`config.mk`:
```
export PLATFORM = sky130hd
export DESIGN_NAME = hazard_ctrl
export DESIGN_NICKNAME = d
export VERILOG_FILES = /design/src/rtl/cpu_pkg.sv /design/src/rtl/hazard_perf_cnt.sv /design/src/rtl/hazard_ctrl.sv
export SDC_FILE = /design/constraint.sdc
export NUM_CORES = 1
export LEC_CHECK = 0
export ABC_AREA = 1
export CAP_MARGIN = 20
export CELL_PAD_IN_SITES_DETAIL_PLACEMENT = 1
export CELL_PAD_IN_SITES_GLOBAL_PLACEMENT = 2
export CORE_MARGIN = 3
export CORE_UTILIZATION = 17
export DETAILED_ROUTE_END_ITERATION = 16
export HOLD_SLACK_MARGIN = 0.1
export PLACE_DENSITY_LB_ADDON = 0.05
export SLEW_MARGIN = 20
export SYNTH_ARGS = -nofsm -noshare
export SYNTH_HDL_FRONTEND = slang
export SYNTH_HIERARCHICAL = 1
export SYNTH_SLANG_ARGS = --single-unit
```
`constraint.sdc`:
```
create_clock -name clk -period 1.55 [get_ports clk]
set_input_delay 0.155 -clock clk [delete_from_list [all_inputs] [get_ports clk]]
set_output_delay 0.155 -clock clk [all_outputs]
set_load 0.02 [all_outputs]
```
`src/rtl/cpu_pkg.sv`:
```
// cpu_pkg: shared register-file width, hazard FSM states and the hardwired zero register
package cpu_pkg;
  localparam int REG_AW = 5;
  localparam logic [4:0] ZERO_REG = 5'd0;
  typedef enum logic {HZ_IDLE, HZ_BUSY} hz_state_e;
endpackage

```
`src/rtl/hazard_perf_cnt.sv`:
```
// hazard_perf_cnt: 32-bit saturating event counter
module hazard_perf_cnt (
  input  logic        clk,
  input  logic        rst_n,
  input  logic        i_inc,
  output logic [31:0] o_cnt
);
  logic [31:0] r_cnt;
  always_ff @(posedge clk or negedge rst_n)
    if (!rst_n) r_cnt <= '0;
    else if (i_inc && r_cnt != '1) r_cnt <= r_cnt + 32'd1;
  assign o_cnt = r_cnt;
endmodule

```
`src/rtl/hazard_ctrl.sv`:
```
// hazard_ctrl: load-use, redirect and mult/div stall/flush control; HAZARD_PERF_CNT_EN adds event counters
module hazard_ctrl
  import cpu_pkg::*;
#(
  parameter int MULDIV_LAT = 4,
  parameter int REG_AW     = cpu_pkg::REG_AW
) (
  input  logic              clk,
  input  logic              rst_n,
  input  logic [REG_AW-1:0] id_rs_addr,
  input  logic [REG_AW-1:0] id_rt_addr,
  input  logic              id_uses_rs,
  input  logic              id_uses_rt,
  input  logic              id_is_muldiv,
  input  logic              ex_is_load,
  input  logic [REG_AW-1:0] ex_wr_addr,
  input  logic              ex_redirect,
  output logic              pc_stall,
  output logic              if2id_stall,
  output logic              if2id_flush,
  output logic              id2ex_stall,
  output logic              id2ex_flush,
  output logic              muldiv_busy
`ifdef HAZARD_PERF_CNT_EN
  ,
  output logic [31:0]       perf_load_use_cnt,
  output logic [31:0]       perf_muldiv_stall_cnt,
  output logic [31:0]       perf_flush_cnt
`endif
);
  if (MULDIV_LAT < 2 || MULDIV_LAT > 16) begin : g_lat_chk
    $error("hazard_ctrl: MULDIV_LAT %0d outside 2..16", MULDIV_LAT);
  end
  hz_state_e   r_state, w_nxt_state;
  logic [3:0]  r_cnt, w_nxt_cnt;
  logic        w_load_use, w_issue, w_lu_stall, w_busy;
  assign w_load_use = ex_is_load && ex_wr_addr != REG_AW'(ZERO_REG) &&
                      ((id_uses_rs && id_rs_addr == ex_wr_addr) ||
                       (id_uses_rt && id_rt_addr == ex_wr_addr));
  assign w_busy     = r_state == HZ_BUSY;
  assign w_issue    = !w_busy && id_is_muldiv && !ex_redirect && !w_load_use;
  assign w_lu_stall = !w_busy && w_load_use && !ex_redirect;
  always_ff @(posedge clk or negedge rst_n)
    if (!rst_n) begin
      r_state <= HZ_IDLE;
      r_cnt   <= '0;
    end else begin
      r_state <= w_nxt_state;
      r_cnt   <= w_nxt_cnt;
    end
  // Counter keeps running through redirects: the mult/div unit is unaffected by flushes
  always_comb begin
    w_nxt_state = w_busy ? (r_cnt == 4'd0 ? HZ_IDLE : HZ_BUSY) : (w_issue ? HZ_BUSY : HZ_IDLE);
    w_nxt_cnt   = w_busy ? (r_cnt == 4'd0 ? 4'd0 : r_cnt - 4'd1) : (w_issue ? 4'(MULDIV_LAT - 2) : 4'd0);
  end
  always_comb begin
    pc_stall    = w_busy || w_lu_stall;
    if2id_stall = w_busy || w_lu_stall;
    id2ex_stall = w_busy || w_lu_stall;
    if2id_flush = ex_redirect;
    id2ex_flush = ex_redirect;
    muldiv_busy = w_busy;
  end
`ifdef HAZARD_PERF_CNT_EN
  hazard_perf_cnt u_lu_cnt (.clk(clk), .rst_n(rst_n), .i_inc(w_lu_stall),  .o_cnt(perf_load_use_cnt));
  hazard_perf_cnt u_md_cnt (.clk(clk), .rst_n(rst_n), .i_inc(w_busy),      .o_cnt(perf_muldiv_stall_cnt));
  hazard_perf_cnt u_fl_cnt (.clk(clk), .rst_n(rst_n), .i_inc(ex_redirect), .o_cnt(perf_flush_cnt));
`endif
endmodule

```
== Yosys cells after proc, flatten, opt, wreduce, memory -nomap -nowiden ==
Cells that the tools add are included.
Word-level totals
  flip-flop bits (word level): 5
  input port bits: 22
  output and inout port bits: 6
Cells by class
  $add $sub $neg: 1
  equal/unequal tests: 2
  mux-type cells: 6
  reductions and logical operators: 16
Operators with widths (number)
  == test 5 bit: 2
  logical AND 1 bit: 9
  2-to-1 mux 4 bit: 2
  nonzero test 5 bit: 1
  zero test 4 bit: 1
  subtractor 4 x 1 -> 4 bit (second input constant): 1
  zero test 1 bit: 3
  2-to-1 mux 1 bit: 3
  logical OR 1 bit: 2
  2-to-1 mux 2 bit: 1

== Longest topological paths before layout ==
Gate-level depths: netlist (run 1).
  depth in word-level cells: 8
  depth in mapped cells: 9
  mapped depth without buffers: 9

== Worst setup path before layout (run 1) ==
OpenSTA, ideal clock, no wires.
  path kind: input port to output port
  start point: input port ex_wr_addr[2]
  end point: output port if2id_stall
  arrival time: 0.953 ns
  path slack: 0.442 ns
  stages: 9
  cell sequence: inv_1 nand2_1 nand2_1 nor2_1 nand3_1 nand2_1 nand3b_1 nand2_1 buf_4
On the way
  cells in the longest elaborated chain, start to end: 7
  elaborated cells on any way between the ends: 11
  classes of those cells: eq/ne (2); reduce/logical (9)
RTL lines
  start: declaration: line hazard_ctrl.sv:16  | input logic [REG_AW-1:0] ex_wr_addr,
  == test 5 bit, on equally long branches: line hazard_ctrl.sv:38, hazard_ctrl.sv:39
  logical AND 1 bit, on equally long branches: line hazard_ctrl.sv:38, hazard_ctrl.sv:39
  logical OR 1 bit: line hazard_ctrl.sv:38  | ((id_uses_rs && id_rs_addr == ex_wr_addr) ||
  logical AND 1 bit *: line hazard_ctrl.sv:37  | assign w_load_use = ex_is_load && ex_wr_addr != REG_AW'(ZERO_REG) &&
  logical AND 1 bit * (2 in series): line hazard_ctrl.sv:42  | assign w_lu_stall = !w_busy && w_load_use && !ex_redirect;
  logical OR 1 bit *
  end: declaration: line hazard_ctrl.sv:19  | output logic if2id_stall,
Every way passes the cells marked *; elsewhere a longest branch is shown, timed or not.

== Final worst setup path (run 1) ==
  start point: input port ex_redirect
  end point: output port id2ex_flush
RTL lines
  start: declaration: line hazard_ctrl.sv:17  | input logic ex_redirect,
  end: declaration: line hazard_ctrl.sv:22  | output logic id2ex_flush,
No word-level cell between the ends.

==> impl_metrics.csv, run 1 <==
group,metric,value,unit
floorplan,dieArea,3451,sq um
clock_network,root_buffer,"clkbuf_4",
synthesis,synth_warnings,6,
timing,fmax,672.8,MHz
worst_setup_path,critPathMaxStageDelay,590,ps
pwr,power.density,636.1,nW/um^2
clock_network,cts_tree,"done",
worst_setup_path,cp.required,1390,ps
timing,hold_slack,131.0,ps
floorplan,die_w,58.75,um
worst_hold_path,hp-class,"input pin to async pin",
timing,clock_skew,1.933,ps
layout,area_growth_syn_to_layout,67.72,%
worst_setup_path,path_buf_inv,3,
worst_setup_path,slowest_stage,"clkdlybuf4s50_1",
clock_network,clock_latency,240,ps
worst_setup_path,end_kind,"output port",
layout,antennaDiodeCount,0,
worst_setup_path,crit_arrival,1330,ps
timing,setup_ws,63.74,ps
layout,multi_input_area,257.7,sq um
detailed_routing,wl,1.285,mm
worst_setup_path,crit_fanout,3,
synthesis,async_flop_share,1.000,
clock_network,numCtsBuffers,3,
global_routing,overflow,0,
worst_setup_path,r2r_slack,600,ps
timing,finalHoldViolCount,0,
synthesis,ys_seq_area_frac,0.2646,
detailed_routing,avgRoutedWirePerCell,8.741,um
outcome,outcome,"finished, final reports clean",
synthesis,syn_avg_cell_area,5.314,sq um
worst_setup_path,cp_common_cell,"clkdlybuf4s50_1",
worst_setup_path,worstPathCellList,"clkdlybuf4s50_1 > buf_4 > clkdlybuf4s50_1",
synthesis,synth-seq-cells,5,
clock_network,cts_num_sinks,5,
synthesis,synth_area_leader_cell,"nand2_1",
pwr,p_leak,0.4874,nW
placement,hpwl,1.179,mm
timing,finalCritPeriodShare,0.9589,
global_routing,grt_pass1_wl,2.208,mm
worst_setup_path,worstSetupPathType,"input pin to output port",
clock_network,cts_setup_buffers,0,
timing,slew_violations,0,
layout,drive_above_1_share,0.1282,
clock_network,cts_hold_buf,0,
placement,dpl_cell_area,758.2,sq um
timing,rsz0062_at_grt,"false",
floorplan,start_util,0.1842,
timing,relSlewSlack,0.8374,
synthesis,synth-edff-count,0,
global_routing,grt_max_degree,6,
detailed_routing,firstDrtPassIters,2,
clock_network,h-tree-depth,1,
global_routing,grt.total_usage,0.07942,
detailed_routing,detail-route-antenna-nets,0,
detailed_routing,drc_errors,0,
clock_network,cts.path.max_buffers,2,
synthesis,synth_area_leaders,"nand2_1 (31%), dfrtp_1 (26%), inv_1 (12%), nor2_1 (10%), buf_4 (6.3%)",
synthesis,netlist_instances,89,
synthesis,syn_area,473.0,sq um
synthesis,synth_most_common_cell,"nand2_1",
synthesis,synth_common_cells,"nand2_1 (39), inv_1 (15), nor2_1 (13), dfrtp_1 (5), buf_4 (4)",
timing,totalNegativeSetupSlack,0,ps
flow_run,cap_violations,0,
placement,gp_congestion,0.7053,
floorplan,ioPinCount,28,
layout,nets,140,
timing,setup_violations,0,
floorplan,coreArea,2567,sq um
floorplan,dieHeight,58.75,um
timing,worst_slew_pin_slew,242.0,ps
worst_setup_path,critPathTopFamily,"buffers and inverters",
worst_setup_path,crit_path_start_kind,"input pin",
placement,io_buffers,27,
pwr,peakVddDrop,276.6,uV
detailed_routing,vias,571,
synthesis,syn_nets,111,
placement,dp_slack,-574.8,ps
synthesis,yosys_most_used_dff,"dfrtp_1",
global_routing,antenna_found_initial,0,
detailed_routing,via_per_inst,3.884,
synthesis,synth_cell_types,12,
floorplan,rows,18,
layout,post-route-cell-area,793.3,sq um
layout,fill_cells,357,
synthesis,netlist.area_leader.share,0.3095,
timing,fin_crit,1486,ps
detailed_routing,drtIter0Drc,25,
clock_network,clk_pin_slew_worst_paths,40,ps
layout,regArea,125.1,sq um
global_routing,grt_pass1_vias,564,
## worst paths after layout
kind | depth (start not counted) | start | endpoint
setup / recovery | 3 | ex_redirect | id2ex_flush
min in group clk | 9 | id_rs_addr[3] | muldiv_busy$_DFF_PN0_
max in group asynchronous | 1 | rst_n | muldiv_busy$_DFF_PN0_
setup reg to reg | 4 | r_cnt[0]$_DFF_PN0_ | muldiv_busy$_DFF_PN0_
hold / removal | 1 | rst_n | r_cnt[2]$_DFF_PN0_
hold reg to reg | 1 | r_cnt[0]$_DFF_PN0_ | r_cnt[0]$_DFF_PN0_
## cell families (layout without fill, tap and decap cells)
group                  after synthesis  after routing  share of synthesized area
flip-flops                           5              5                     0.2646
AO/OA/AOI/OAI                        2              2                    0.02116
buffers and inverters               22             50                     0.2063
AND/OR/NAND/NOR                     60             60                     0.5080
## registers in the layout, indices dropped and copies added (netlist names)
| name | flops |
|---|---|
| muldiv_busy | 1 |
| r_cnt | 4 |
## cell type report
type / count / share of cell area
sequential: 5 / 0.1577
tap: 30 / 0.04732
timing repair buffer: 28 / 0.3517
clock buffer: 4 / 0.03312
multi-input combinational: 62 / 0.3249
inverter: 18 / 0.08517
## timing repair
action / 4_1_cts / 5_1_grt
gates resized for setup: 32 / 5
pin swaps: 8 / 9
gates cloned: 0 / 0
setup endpoints to repair: 3 / 3
## stage by stage
| step | std cells | total power [mW] | util |
|---|---|---|---|
| floorplan | 89 | 0.2629 | - |
| global placement | 143 | 0.3664 | 0.2953 |
| detailed placement | 143 | 0.3677 | 0.2953 |
| CTS | 147 | 0.5188 | 0.3041 |
| global route | 147 | 0.5435 | 0.3090 |
| finish | 147 | 0.5046 | 0.3090 |
## worst reg2reg max path, cell delays in order (launching register included)
cell     delay [ps]
dfrtp_1         400
nor2_1          160
nand3_1          90
nand2_1         120
nand2_1          60
## report_power, final
part	internal [mW]	total (mW)	leakage, nW	switching [mW]
clock	0.0970	0.145	0.0150	0.0479
sequential	0.143	0.153	0.0675	0.0104
combinational	0.102	0.207	0.405	0.105
## routing by layer
layer	vias up	track usage	share of wire
met5	-	0	0
met4	0	0.03883	0
met3	0	0.002193	0.078
met2	20	0.1388	0.49
met1	239	0.09947	0.43
li1	312	-	-
## placed cells by master, fill, tap and decap left out
cell / synthesis / routed
inv_1: 15 / 14
nand3b_1: 1 / 1
o21ai_0: 2 / 1
clkbuf_4: 0 / 3
nand4_1: 1 / 1
nor3_1: 2 / 2
nor2_2: 1 / 2
buf_4: 4 / 1
nand3_1: 3 / 3
dlygate4sd2_1: 0 / 10
clkdlybuf4s50_1: 0 / 10
nand2_1: 39 / 37
nor2_1: 13 / 12
buf_6: 0 / 3
o21ai_1: 0 / 1
nand2_2: 0 / 2
clkbuf_1: 0 / 1
inv_2: 3 / 4
dlymetal6s2s_1: 0 / 4
dfrtp_1: 5 / 5
Power figures use the tool's default switching activity.
==> run 2: changes to the inputs <==
--- a/config.mk
+++ b/config.mk
@@ -11,6 +11,7 @@
 export CELL_PAD_IN_SITES_GLOBAL_PLACEMENT = 2
 export CORE_MARGIN = 3
 export CORE_UTILIZATION = 17
+export CTS_CLUSTER_DIAMETER = 50
 export DETAILED_ROUTE_END_ITERATION = 16
 export HOLD_SLACK_MARGIN = 0.1
 export PLACE_DENSITY_LB_ADDON = 0.05
==> results of run 2 <==
Same layout as run 1: the final DEF is identical, and so are final timing and power.
==> run 3: changes to the inputs <==
--- a/config.mk
+++ b/config.mk
@@ -13,7 +13,6 @@
 export CORE_UTILIZATION = 17
 export CTS_CLUSTER_DIAMETER = 50
 export DETAILED_ROUTE_END_ITERATION = 16
-export HOLD_SLACK_MARGIN = 0.1
 export PLACE_DENSITY_LB_ADDON = 0.05
 export SLEW_MARGIN = 20
 export SYNTH_ARGS = -nofsm -noshare
==> results of run 3 <==
Same layout as run 1: the final DEF is identical, and so are final timing and power.
